--- src/rtl/dll_ctrl_pkg.sv ---
// dll_ctrl_pkg: shared state/direction types and the phase-detector decision for the DLL lock sequencer.
package dll_ctrl_pkg;
  typedef enum logic [2:0] {IDLE, INIT, WAIT, SAMPLE, LWAIT, LSAMPLE, FAULT} state_t;
  typedef enum logic [1:0] {NONE, UP, DN} dir_t;
  function automatic dir_t decide(input logic up, input logic dn);
    return (up && !dn) ? UP : (dn && !up) ? DN : NONE;
  endfunction
endpackage

--- src/rtl/settle_timer.sv ---
// settle_timer: reloadable down-counter that flags the last settle cycle.
module settle_timer #(
  parameter int SETTLE = 4,
  localparam int W = $clog2(SETTLE + 1)
) (
  input  logic clk,
  input  logic rst,
  input  logic load,
  output logic done
);
  logic [W-1:0] cnt;
  always_ff @(posedge clk or posedge rst)
    if (rst) cnt <= '0;
    else cnt <= load ? W'(SETTLE - 1) : (cnt != '0) ? cnt - 1'b1 : cnt;
  assign done = cnt == '0;
endmodule

--- src/rtl/dll_lock_ctrl.sv ---
// dll_lock_ctrl: lock-acquisition sequencer stepping the delay code from PD decisions with harmonic/range recovery.
module dll_lock_ctrl
  import dll_ctrl_pkg::*;
#(
  parameter int CODE_W     = 6,
  parameter int INIT_CODE  = 0,
  parameter int SETTLE     = 4,
  parameter int LOCK_CNT   = 8,
  parameter int UNLOCK_RUN = 3,
  parameter int MAX_RETRY  = 3
) (
  input  logic              clk_ext,
  input  logic              rst,
  input  logic              en,
  input  logic              pd_up,
  input  logic              pd_dn,
  input  logic              Reset_PD,
  output logic [CODE_W-1:0] code,
  output logic              pd_rst,
  output logic              locked,
  output logic              fault
);
  localparam int LW = $clog2(LOCK_CNT + 1);
  localparam int RW = $clog2(UNLOCK_RUN + 1);
  localparam int TW = $clog2(MAX_RETRY + 1);
  localparam logic [CODE_W-1:0] CINIT = CODE_W'(INIT_CODE);
  localparam logic [CODE_W-1:0] CMAX = '1;
  localparam logic [LW-1:0] LMAX = LW'(LOCK_CNT);
  localparam logic [RW-1:0] RMAX = RW'(UNLOCK_RUN);
  localparam logic [TW-1:0] TMAX = TW'(MAX_RETRY);
  state_t state;
  dir_t last_dir, dir;
  logic [LW-1:0] lock_cnt, lcnt_n;
  logic [RW-1:0] run, run_n;
  logic [TW-1:0] retry;
  logic [CODE_W-1:0] code_n;
  logic done, tmr_load, smp, hld, range_err, same, unlock, give_up;
  settle_timer #(.SETTLE(SETTLE)) u_tmr (
    .clk(clk_ext), .rst(rst), .load(tmr_load), .done(done)
  );
  always_comb begin
    dir       = decide(pd_up, pd_dn);
    smp       = state inside {SAMPLE, LSAMPLE};
    hld       = Reset_PD && (state inside {WAIT, SAMPLE, LWAIT, LSAMPLE});
    range_err = smp && ((dir == UP && code == CMAX) || (dir == DN && code == '0));
    tmr_load  = !(state inside {INIT, WAIT, LWAIT}) || done || hld;
    same      = dir != NONE && dir == last_dir;
    run_n     = dir == NONE ? '0 : !same ? RW'(1) : (run == RMAX) ? run : run + 1'b1;
    lcnt_n    = same ? ((run_n > RW'(1)) ? '0 : lock_cnt) : (lock_cnt == LMAX) ? lock_cnt : lock_cnt + 1'b1;
    code_n    = dir == UP ? code + 1'b1 : dir == DN ? code - 1'b1 : code;
    unlock    = run_n >= RMAX;
    give_up   = retry == TMAX;
  end
  always_ff @(posedge clk_ext or posedge rst) begin
    if (rst) begin
      state    <= IDLE;
      code     <= CINIT;
      pd_rst   <= 1'b1;
      locked   <= 1'b0;
      fault    <= 1'b0;
      retry    <= '0;
      lock_cnt <= '0;
      run      <= '0;
      last_dir <= NONE;
    end else if (!en) begin
      state    <= IDLE;
      code     <= CINIT;
      pd_rst   <= 1'b1;
      locked   <= 1'b0;
      fault    <= 1'b0;
      retry    <= '0;
      lock_cnt <= '0;
      run      <= '0;
      last_dir <= NONE;
    end else if (hld || range_err) begin
      state  <= give_up ? FAULT : INIT;
      fault  <= give_up;
      retry  <= give_up ? retry : retry + 1'b1;
      code   <= CINIT;
      pd_rst <= 1'b1;
      locked <= 1'b0;
    end else begin
      case (state)
        IDLE: state <= INIT;
        INIT: begin
          lock_cnt <= '0;
          run      <= '0;
          last_dir <= NONE;
          state    <= done ? WAIT : INIT;
          pd_rst   <= !done;
        end
        WAIT:  state <= done ? SAMPLE : WAIT;
        LWAIT: state <= done ? LSAMPLE : LWAIT;
        SAMPLE: begin
          code     <= code_n;
          run      <= run_n;
          lock_cnt <= lcnt_n;
          last_dir <= dir == NONE ? last_dir : dir;
          state    <= lcnt_n == LMAX ? LWAIT : WAIT;
          locked   <= lcnt_n == LMAX;
        end
        LSAMPLE: begin
          code     <= code_n;
          run      <= run_n;
          lock_cnt <= unlock ? '0 : lcnt_n;
          last_dir <= dir == NONE ? last_dir : dir;
          state    <= unlock ? WAIT : LWAIT;
          locked   <= !unlock;
        end
        default: ;
      endcase
    end
  end
endmodule

--- config.mk ---
export PLATFORM = sky130hd
export DESIGN_NAME = dll_lock_ctrl
export DESIGN_NICKNAME = d
export VERILOG_FILES = /design/src/rtl/dll_ctrl_pkg.sv /design/src/rtl/settle_timer.sv /design/src/rtl/dll_lock_ctrl.sv
export SDC_FILE = /design/constraint.sdc
export NUM_CORES = 1
export LEC_CHECK = 0
export ABC_AREA = 1
export CORE_MARGIN = 4
export CORE_UTILIZATION = 35
export DETAILED_ROUTE_END_ITERATION = 12
export GPL_ROUTABILITY_DRIVEN = 0
export PLACE_DENSITY = 0.56
export SYNTH_ARGS = -nofsm -noshare
export SYNTH_HDL_FRONTEND = slang
export SYNTH_SLANG_ARGS = --single-unit
--- constraint.sdc ---
create_clock -name clk_ext -period 1.6 [get_ports clk_ext]
set_input_delay 0.16 -clock clk_ext [delete_from_list [all_inputs] [get_ports clk_ext]]
set_output_delay 0.16 -clock clk_ext [all_outputs]
set_load 0.1 [all_outputs]
After elaboration in Yosys (flattened, before gate mapping)
Index checks and enable logic that the tools add are counted.

Register bits after elaboration: 25. Input port bits: 6. Output and inout bits: 9.

$add $sub $neg: 6. Magnitude comparators: 2. Eq/ne operators: 24. Muxes and demuxes: 46. Reductions and logical operators: 32.

Operator list (count): two-way mux 6 bit (5); two-way mux 2 bit (14); two-way mux 4 bit (6); two-way mux 3 bit (7); one-hot mux 3 bit (6 select lines) (1); != test 4 x 1 -> 1 bit (second input constant) (3); one-hot mux 4 bit (3 select lines) (1); two-way mux 1 bit (9); equality test 4 bit (second input constant) (2); != test 8 x 1 -> 1 bit (second input constant) (1); one-hot mux 2 bit (2 select lines) (2); AND reduction 2 bit (4); logical AND 1 bit (7); adder 6 x 1 -> 6 bit (second input constant) (1); equality test 2 bit (second input constant) (3); equality test 3 x 2 -> 1 bit (second input constant) (2); equality test 3 bit (second input constant) (2); equality test 6 bit (second input constant) (1); zero test 3 bit (2); zero test 6 bit (1); != test 3 x 2 -> 1 bit (second input constant) (2); nonzero test 2 bit (3); nonzero test 3 bit (2); subtractor 6 x 1 -> 6 bit (second input constant) (1); 19 further kinds (28).

Depth between registers and ports, before layout
Gate-level depths: netlist of run 1.

Depth in word-level cells: 16. Mapped depth: 14. Gate-level depth less buffers: 14.

Modules after synthesis
Synthesis of run 1 repeated with hierarchy kept, for this count alone.

Cells, all modules: 245. Area, all modules: 1824.2 sq um.

Modules (own cells, without submodules): dll_lock_ctrl (instances 1, cells each 221, area an instance 1640.3 sq um); settle_timer (instances 1, cells each 24, area an instance 183.9 sq um).

Worst setup path after synthesis of run 1
No wires, ideal clock.

Kind: register -> register. Start point: register code[0]. End point: register code[4]. Library setup time: 119 ps. Arrival time: 2102 ps. Required time: 1481 ps. Setup slack: -621 ps. Cell stages (with the launch flop): 6. Buffers on the path: 0. Period minus slack after synthesis: 2221 ps. Path through: dfrtp_1 inv_1 fa_1 o21ai_0 a21oi_1 o21a_1.

Cells in the longest elaborated chain, start to end: 7. Elaborated cells between the ends (all ways): 17. Those cells by class: add/sub: 2; eq/ne: 3; mux: 5; reduce/logical: 7.

Ends and longest elaborated chain: start, declared (RTL line dll_lock_ctrl.sv:18) `output logic [CODE_W-1:0] code,`; start signal, assigned (RTL line dll_lock_ctrl.sv:95) `code <= code_n;`; start signal, assigned (RTL line dll_lock_ctrl.sv:103) `code <= code_n;`; branches (longest 7 deep; another with subtractor 6 x 1 -> 6 bit).

Parallel ways; which one is timed is not known. The select of a mux whose other input is x is not followed. A chain may end at the register's enable or synchronous reset.

Worst setup path in the final report of run 1
Start point: register code[2]. End point: register code[5].

Same word-level chain as after synthesis.

==> run metrics, run 1 <==
Syn Std Cell Area=between 1500 and 2000 um^2; count of cell types in the netlist=28; status=finished clean; largest net degree at the start of global routing=26; dpl hpwl=3237 um; # clock sinks=25; FMAX=approximately 640 MHz; core outline area=approximately 4700 um^2; ranking of synthesized cells by area=dfrtp_1, nand2_1, ha_1; Worst setup startpoint=code[2]$_DFFE_PP0P_; share of the yosys chip area belonging to registers=36.52%; Max Buffers Root-to-Sink=2; initial antenna violation count=0; hold_ws=0.2295 ns; number of global-route vias before repair=1650; WL/cell=11.66 um; Tcrit/Tclk final=98.09%; Top Usage Layer GRT=met2; Yosys top cell area share=34.99%; RSZ-0062 raised after global routing=true; startpoint types=flop; DP Cell Count=357; layout cell share with drive strength beyond 1=41.97%; Reg clk slew, reported paths=roughly 0.090 ns; non-filler cells, final=372; CTS Root Cell=clkbuf_8; Slowest cell on crit path=dfrtp_4; PortBufs=14; Yosys reg bits=25; worst-path maximum fanout=4; fill count=around 440; clk_lat worst skew=0.27 ns; most frequent cells in the layout=nand2_1, buf_4, inv_1; TritonCTS Buffers=3; most common cell after layout, fill and taps aside=nand2_1; grt ovf=0; Bufs and invs on worst path=0; Reg2Reg Capture Point=code[5]$_DFFE_PP0P_; DRT iter0 DRCs=54; reg-to-reg startpoint=code[2]$_DFFE_PP0P_; die span in y=78.04 um; GRT Total Usage=roughly 14%; Synthesized Nets=257; total number of vias=1716; maxcap violations=0; register-to-register setup slack=0.03 ns; die span in x=roughly 78 um; met1 usage=roughly a fifth; Rows=25; first-pass GRT wire length=just over 7000 um; global-route track usage on met2=23.80%; Worst Tran Pin Value=around 0.32 ns; leak pwr=1.260 nW; PD cells=between 1000 and 1500 nW/um^2; WP data arrival=1.73 ns; Clock Skews=between 0.004 and 0.005 ns; CTS H-tree lvls=1; count of final setup violators=0; DRC=0; Slew HR=78.38%; Final Hold Vio Count=0; antenna cells=0; min-delay worst type=input pin to asynchronous set/reset pin; CTS tree=built; post-route ant nets=0; setup TNS=0 ns; Crit Path Class=flop to flop; Most common cell on crit path=nand2_1; warnings from Yosys=0; die area=6089 um^2; met3 Use GR=1.835%; post-synth top area cell=dfrtp_1; final net count=324; vias per cell=between 4 and 5; initial core utilization=between 30 and 40%; CP max stage delay=0.52 ns; syn avg cell area=approximately 7.2 um^2; CP delay by family, top=flip-flops; Period minus WS final=1.569 ns; worst reg2reg path depth=8; drt pass-1 iters=4; Cell Chain, Critical Path=ha_4 -> a21oi_2 -> nand2_1 -> nand2_1 -> nand2_1 -> a21oi_2 -> xor2_1 -> a21oi_1; peak supply drop=0.0008012 V; # hold bufs at CTS=0; Detailed Route WL=4339 um; I/O pins=15; area growth from synthesis to layout=55.54%; Syn Inst Count=239; max-slew violations=0; Critical Path RT=about 1.8 ns; Critical Path Sink Type=flop
-- through the flow --
step	cell area (um^2)	util [%]	setup WS [ns]	power (mW)
after floorplan	1779	-	-0.06933	1.911
after global placement	2386	50.52	-0.5708	2.554
after detailed placement	2386	50.52	-0.5964	2.562
after CTS	2495	52.82	0.003294	2.997
after global routing	2670	56.53	-0.09518	3.436
final	2670	56.53	0.03053	3.187
-- cell usage after synthesis --
library cell	n
nor2_1	25
dfrtp_1	24
nand2_1	68
inv_2	5
o21a_1	3
ha_1	11
xnor2_1	3
nor3_1	2
buf_2	1
nand3_1	14
nor3b_1	1
or2_0	1
fa_1	1
dfstp_2	1
xor2_1	2
o211ai_1	3
nor2_2	1
o21ai_4	1
a31oi_1	1
nor2_4	2
o21ai_0	13
a21oi_1	12
inv_1	33
a21oi_4	1
nand4_1	4
nand2_2	2
o22ai_1	2
o21ai_1	2
-- registers in the layout, indices dropped and copies added (netlist names) --
| signal | flops |
|---|---|
| pd_rst | 1 |
| code | 6 |
| lock_cnt | 4 |
| locked | 1 |
| run | 2 |
| fault | 1 |
| state | 3 |
| retry | 2 |
| last_dir | 2 |
| u_tmr.cnt | 3 |
-- worst max-delay path by stage --
stage                                    endpoint  depth (start not counted)
after CTS                 lock_cnt[1]$_DFFE_PP0P_                         12
after global routing          code[3]$_DFFE_PP0P_                          9
after global placement       state[1]$_DFFE_PP0P_                         13
final                         code[5]$_DFFE_PP0P_                          8
after floorplan               code[5]$_DFFE_PP0P_                          8
after detailed placement     state[1]$_DFFE_PP0P_                         13
-- power by group --
| group | switching [mW] | internal, mW |
|---|---|---|
| registers | 0.128 | 0.763 |
| logic | 1.09 | 0.825 |
| clock network | 0.208 | 0.175 |
| total | 1.42 | 1.76 |
-- area by class of cell --
cell class                 count  area, um^2  share of cell area (%)
sequential                    25       650.6                   24.37
inverter                      38       147.6                   5.530
clock buffer                   3       41.29                   1.546
clock inverter                 1       5.005                  0.1874
multi-input combinational    175        1130                   42.31
tap                           67       83.83                   3.140
timing repair buffer          63       611.8                   22.91
-- routing by layer --
metal	wire [um]	part of all wire [%]
met3	145	3.3
met2	2063	48
met5	0	0
met1	2077	48
met4	53	1.2
-- worst min-delay path, cell delays in order --
cell and delay, ns:
clkdlybuf4s50_1 0.39, inv_1 0.05, buf_4 0.31
-- cell families (layout without fill, tap and decap cells) --
kind of cell / count (synthesis) / after routing / share of synthesized area, %
AND/OR/NAND/NOR: 120 / 120 / 29.66
buffers and inverters: 39 / 105 / 8.600
AO/OA/AOI/OAI: 38 / 38 / 13.48
flip-flops: 25 / 25 / 36.52
adder cells (fa/ha/maj): 12 / 12 / 9.184
XOR/XNOR: 5 / 5 / 2.551
-- what timing repair did --
| item | 4_1_cts | 5_1_grt |
|---|---|---|
| resized for setup | 20 | 35 |
| endpoints found under the setup margin | 22 | 20 |
| pin swaps | 10 | 19 |
| buffers inserted | 2 | 9 |
(Power assumes the default switching activity.)
==> inputs of run 2 (changes only) <==
- ABC_AREA: 1 -> not set
- CORE_UTILIZATION: 35 -> 45
- PLACE_DENSITY: 0.56 -> 0.68
- REMOVE_ABC_BUFFERS: not set -> 1
==> run metrics, run 2 <==
grt ovf=0; warnings from Yosys=0; DRT iter0 DRCs=80; ranking of synthesized cells by area=dfrtp_1, ha_1, nor2_1; Worst setup startpoint=lock_cnt[1]$_DFFE_PP0P_; number of flops mapped to enable cells by yosys=0; Final Hold Vio Count=0; largest net degree at the start of global routing=26; initial antenna violation count=0; min-delay worst type=input pin to asynchronous set/reset pin; peak supply drop=0.0006611 V; # clock sinks=25; DRC=0; I/O pins=15; Critical Path RT=1.76 ns; dpl hpwl=3367 um; Yosys reg bits=25; Core Util, Final=73.44%; RSZ-0062 raised after global routing=true; WP data arrival=2.05 ns; Detailed Route WL=4820 um; Worst Tran Pin Value=0.4943 ns; most frequent cell after synthesis=dfrtp_1; die span in y=72.26 um; die span in x=~72 um; TritonCTS Buffers=3; CTS H-tree lvls=1; setup ws final=-0.2895 ns; count of cell types in the netlist=57; CTS tree=built; reg-to-reg startpoint=lock_cnt[1]$_DFFE_PP0P_; Clock Skews=0.002402 ns; maxcap violations=0; FMAX=529.2 MHz; antenna cells=0; status=finished with violations; vias per cell=5.424; Regs by FF count=code (6), lock_cnt (4); Slew HR=66.95%; ys async rst share=100.0%; total number of vias=1790; non-filler cells, final=330; drt pass-1 iters=4; layout cell share with drive strength beyond 1=50.36%; final net count=~300; failing checks=negative setup slack; Tcrit/Tclk final=118.1%; syn avg cell area=~9 um^2; Rows=23; Reg clk slew, reported paths=0.09 ns; initial core utilization=~46%; Syn Std Cell Area=about 1900 um^2; Period minus WS final=1.890 ns; Primary FF master, synth=dfrtp_1; PortBufs=14; first-pass GRT wire length=8321 um; PD cells=715.0 nW/um^2; die area=5221 um^2; max-slew violations=0; Syn Inst Count=slightly above 200; most flop-heavy register=code; core outline area=4000 um^2; share of the yosys chip area belonging to registers=33.74%; DP Cell Count=around 310; most common cell after layout, fill and taps aside=buf_4; Max Buffers Root-to-Sink=2; clk_lat worst skew=0.27 ns; number of global-route vias before repair=1833; leak pwr=around 1.3 nW; most frequent cells in the layout=buf_4, nor2_1, dfrtp_1; Synth top cells by count=dfrtp_1, nor2_1, nand2_1; Yosys top cell area share=around 32%; CTS Root Cell=clkbuf_8; # hold bufs at CTS=0; post-route ant nets=0; Critical Path Sink Type=flop; area growth from synthesis to layout=58.11%; Crit Path Class=flop to flop; pre-CTS setup slack=-0.7710 ns; worst-path maximum fanout=3; max FFs per register=6; post-synth top area cell=dfrtp_1; count of final setup violators=16; startpoint types=flop; GRT Total Usage=20.04%; WL/cell=14.61 um; fill count=275
## run 2: cell types whose count changed after synthesis, sizes merged, moves of 5 or more
cell	previous run	this run
a211oi	0	5
inv	38	15
nand2	70	17
nand3	14	9
nor2	28	21
nor2b	0	5
o21ai	16	9
## run 2: layout make-up
| cell class | count | area (um^2) | area share (%) |
|---|---|---|---|
| clock buffers | 4 | 45.04 | 1.533 |
| well taps | 50 | 62.56 | 2.129 |
| flip-flops and latches | 25 | 634.4 | 21.59 |
| multi-input cells | 156 | 1378 | 46.89 |
| inverters | 15 | 58.81 | 2.002 |
| repair buffers | 80 | 759.5 | 25.85 |
## run 2: power by group
group | internal (mW) | switching, mW | leakage, nW
Sequential | 0.684 | 0.0561 | 0.326
Combinational | 0.483 | 0.499 | 0.951
Clock | 0.178 | 0.200 | 0.0228
Total | 1.35 | 0.755 | 1.30
## run 2: layer usage
layer | up-vias | global-route usage [%] | wire length, um
met5 | - | 0 | 0
met4 | 0 | 7.098 | 70
met3 | 7 | 1.662 | 208
met2 | 48 | 33.87 | 2436
met1 | 859 | 26.84 | 2105
li1 | 876 | - | -
## run 2: through the flow
step	TNS, ns	hold slack (ns)	instance area (um^2)	total power, mW
6_report	-2.605	0.2285	2938	2.101
5_1_grt	-4.414	0.2730	2938	2.229
4_1_cts	-2.420	0.2427	2764	2.044
3_5_place_dp	-13.14	0.4298	2497	1.533
3_3_place_gp	-12.83	0.4188	2497	1.516
2_1_floorplan	-11.66	0.1866	1799	1.225
## run 2: cells by family (layout without fill, tap and decap cells)
group	after synthesis	in the layout	share of synthesized area, %
xor+xnor	11	11	6.195
flops	25	25	33.74
simple gates	76	76	21.68
buf+inv	23	99	6.195
mux	3	3	1.616
compound gates	54	54	22.09
fa+ha+maj	12	12	8.485
## run 2: worst max-delay path: stages (launching register included)
cell	delay, ns
dfrtp_1	0.42
ha_2	0.23
buf_6	0.12
and2_4	0.15
o21ai_4	0.13
a2111oi_4	0.08
a41o_1	0.27
buf_4	0.15
a31oi_1	0.14
o22ai_1	0.09
## run 2: timing repair
action | CTS | global route
setup endpoints to repair | 22 | 21
gates resized for setup | 51 | 28
buffers inserted | 7 | 5
pin swaps | 27 | 21
## run 2: final timing paths
kind                                                 end  slack, ns  cells past startpoint
max in group asynchronous             pd_rst$_DFFE_PP1P_       1.08                      3
min in group clk_ext            u_tmr.cnt[0]$_DFFE_PP0P_       0.44                      1
worst max-delay path                  locked$_DFFE_PP0P_      -0.29                      9
worst min register to register  u_tmr.cnt[0]$_DFFE_PP0P_       0.44                      1
worst min-delay path            u_tmr.cnt[1]$_DFFE_PP0P_       0.23                      3
worst max register to register        locked$_DFFE_PP0P_      -0.29                      9
==> inputs of run 3 (changes only) <==
- CORE_MARGIN: 4 -> 2
==> run metrics, run 3 (synthesis gave the netlist of run 2 again) <==
status=finished with violations; failing checks=negative setup slack; FMAX=532.3 MHz; DP Cell Count=313; Clock Skews=0.005853 ns; drt pass-1 iters=4; PortBufs=14; largest net degree at the start of global routing=26; Placed Instance Area=2490 um^2; Max Buffers Root-to-Sink=2; final net count=298; pre-CTS setup slack=-0.7795 ns; Critical Path Sink Type=flop; WP data arrival=a little over 2 ns; CTS H-tree lvls=1; initial antenna violation count=0; max FFs per register=6; hold_ws=0.2413 ns; min-delay worst type=input pin to asynchronous set/reset pin; antenna cells=0; TritonCTS Buffers=3; Reg clk slew, reported paths=0.09 ns; setup TNS=-2.765 ns; Period minus WS final=1.879 ns; leak pwr=1.287 nW; # hold bufs at CTS=0; most frequent cells in the layout=buf_4, dfrtp_1, nor2_1; most flop-heavy register=code; die area=~4700 um^2; Flop pwr share=35.6%; DRT iter0 DRCs=~100; post-route ant nets=0; setup ws final=-0.2788 ns; count of final setup violators=21; Worst Tran Pin Value=0.5730 ns; vias per cell=approximately 5.5; peak supply drop=0.0005930 V; most common cell after layout, fill and taps aside=buf_4; Tcrit/Tclk final=117.4%; switching portion of total power=36.84%; die span in x=68.26 um; I/O pins=15; Core Util, Final=71.69%; area growth from synthesis to layout=54.34%; Slew HR=61.69%; CTS tree=built; Critical Path RT=1.77 ns; # clock sinks=25; Sw Pwr=0.7628 mW; WL/cell=15.41 um; power consumption=around 2.1 mW; Regs by FF count=code (6), lock_cnt (4); non-filler cells, final=329; worst-path maximum fanout=3; Reg2Reg Capture Point=state[1]$_DFFE_PP0P_; Logic pwr share=45.9%; dpl hpwl=3374 um; number of global-route vias before repair=1761; grt ovf=0; clock network power share=a little under a fifth; initial core utilization=46.45%; reg-to-reg startpoint=lock_cnt[0]$_DFFE_PP0P_; die span in y=68.26 um; Crit Path Class=flop to flop; design area=about 2900 um^2; Final Hold Vio Count=0; Rows=23; maxcap violations=0; layout cell share with drive strength beyond 1=49.46%; CTS Root Cell=clkbuf_8; core outline area=4000 um^2; startpoint types=flop; Slowest cell on crit path=dfrtp_1; PD cells=722.0 nW/um^2; Cell Chain, Critical Path=ha_2 -> a211oi_2 -> o21ai_2 -> a2111oi_2 -> a41o_1 -> nor2_1 -> o21a_1; total number of vias=1796; Detailed Route WL=5071 um; worst reg2reg path depth=7; internal power=approximately 1.3 mW; DRC=0; clk_lat worst skew=between 0.2 and 0.3 ns; RSZ-0062 raised after global routing=true; GRT Total Usage=22.49%; register-to-register setup slack=-0.28 ns; CP max stage delay=around 0.42 ns; first-pass GRT wire length=7859 um; max-slew violations=0
-- run 3: changes by cell type in the layout (fill, tap and decap cells not counted), sizes merged --
cell / delta
buf: -1
clkbuf: -1
clkinv: +1
-- run 3: worst max path at each step --
stage                                       start                    to  slack [ns]  cells after the start
after floorplan               code[1]$_DFFE_PP0P_   code[5]$_DFFE_PP0P_       -0.84                      7
after global placement                      pd_dn   code[5]$_DFFE_PP0P_       -0.71                     11
after detailed placement                    pd_dn   code[5]$_DFFE_PP0P_       -0.78                     11
after CTS                 lock_cnt[0]$_DFFE_PP0P_  state[1]$_DFFE_PP0P_       -0.24                      7
after global routing      lock_cnt[1]$_DFFE_PP0P_  state[1]$_DFFE_PP0P_       -0.36                      8
final                     lock_cnt[0]$_DFFE_PP0P_  state[1]$_DFFE_PP0P_       -0.28                      7
-- run 3: what timing repair did --
action | 4_1_cts | 5_1_grt
resized for setup | 47 | 21
setup buffers | 11 | 1
setup endpoints to repair | 22 | 24
pin swaps | 34 | 7
-- run 3: power by group through the flow --
stage	Clock (mW)	Combinational [mW]	Sequential (mW)
finish	0.383	0.950	0.738
detailed placement	0	0.800	0.744
global route	0.409	1.02	0.743
CTS	0.391	0.879	0.734
floorplan	0	0.399	0.826
global placement	0	0.788	0.743
-- run 3: cell type report --
cell class | instances | area (um^2)
inverters | 15 | 58.81
clock buffers | 3 | 41.29
well taps | 50 | 62.56
multi-input cells | 156 | 1330
flip-flops and latches | 25 | 628.1
repair buffers | 79 | 742.0
clock inverters | 1 | 5.005
fillers | 296 | 1132
-- run 3: critical path, delay by kind of cell, from the launching register on --
| kind | cells | cell delay (ns) |
|---|---|---|
| AO/OA/AOI/OAI | 5 | 1.07 |
| adder cells (fa/ha/maj) | 1 | 0.21 |
| flip-flops | 1 | 0.42 |
| AND/OR/NAND/NOR | 1 | 0.08 |
-- run 3: layer usage --
layer	global-route usage (%)	part of all wire, %	up-vias
li1	-	-	872
met1	29.51	44	881
met2	38.71	52	33
met3	2.138	2.6	10
met4	7.500	1.8	0
met5	0	0	-
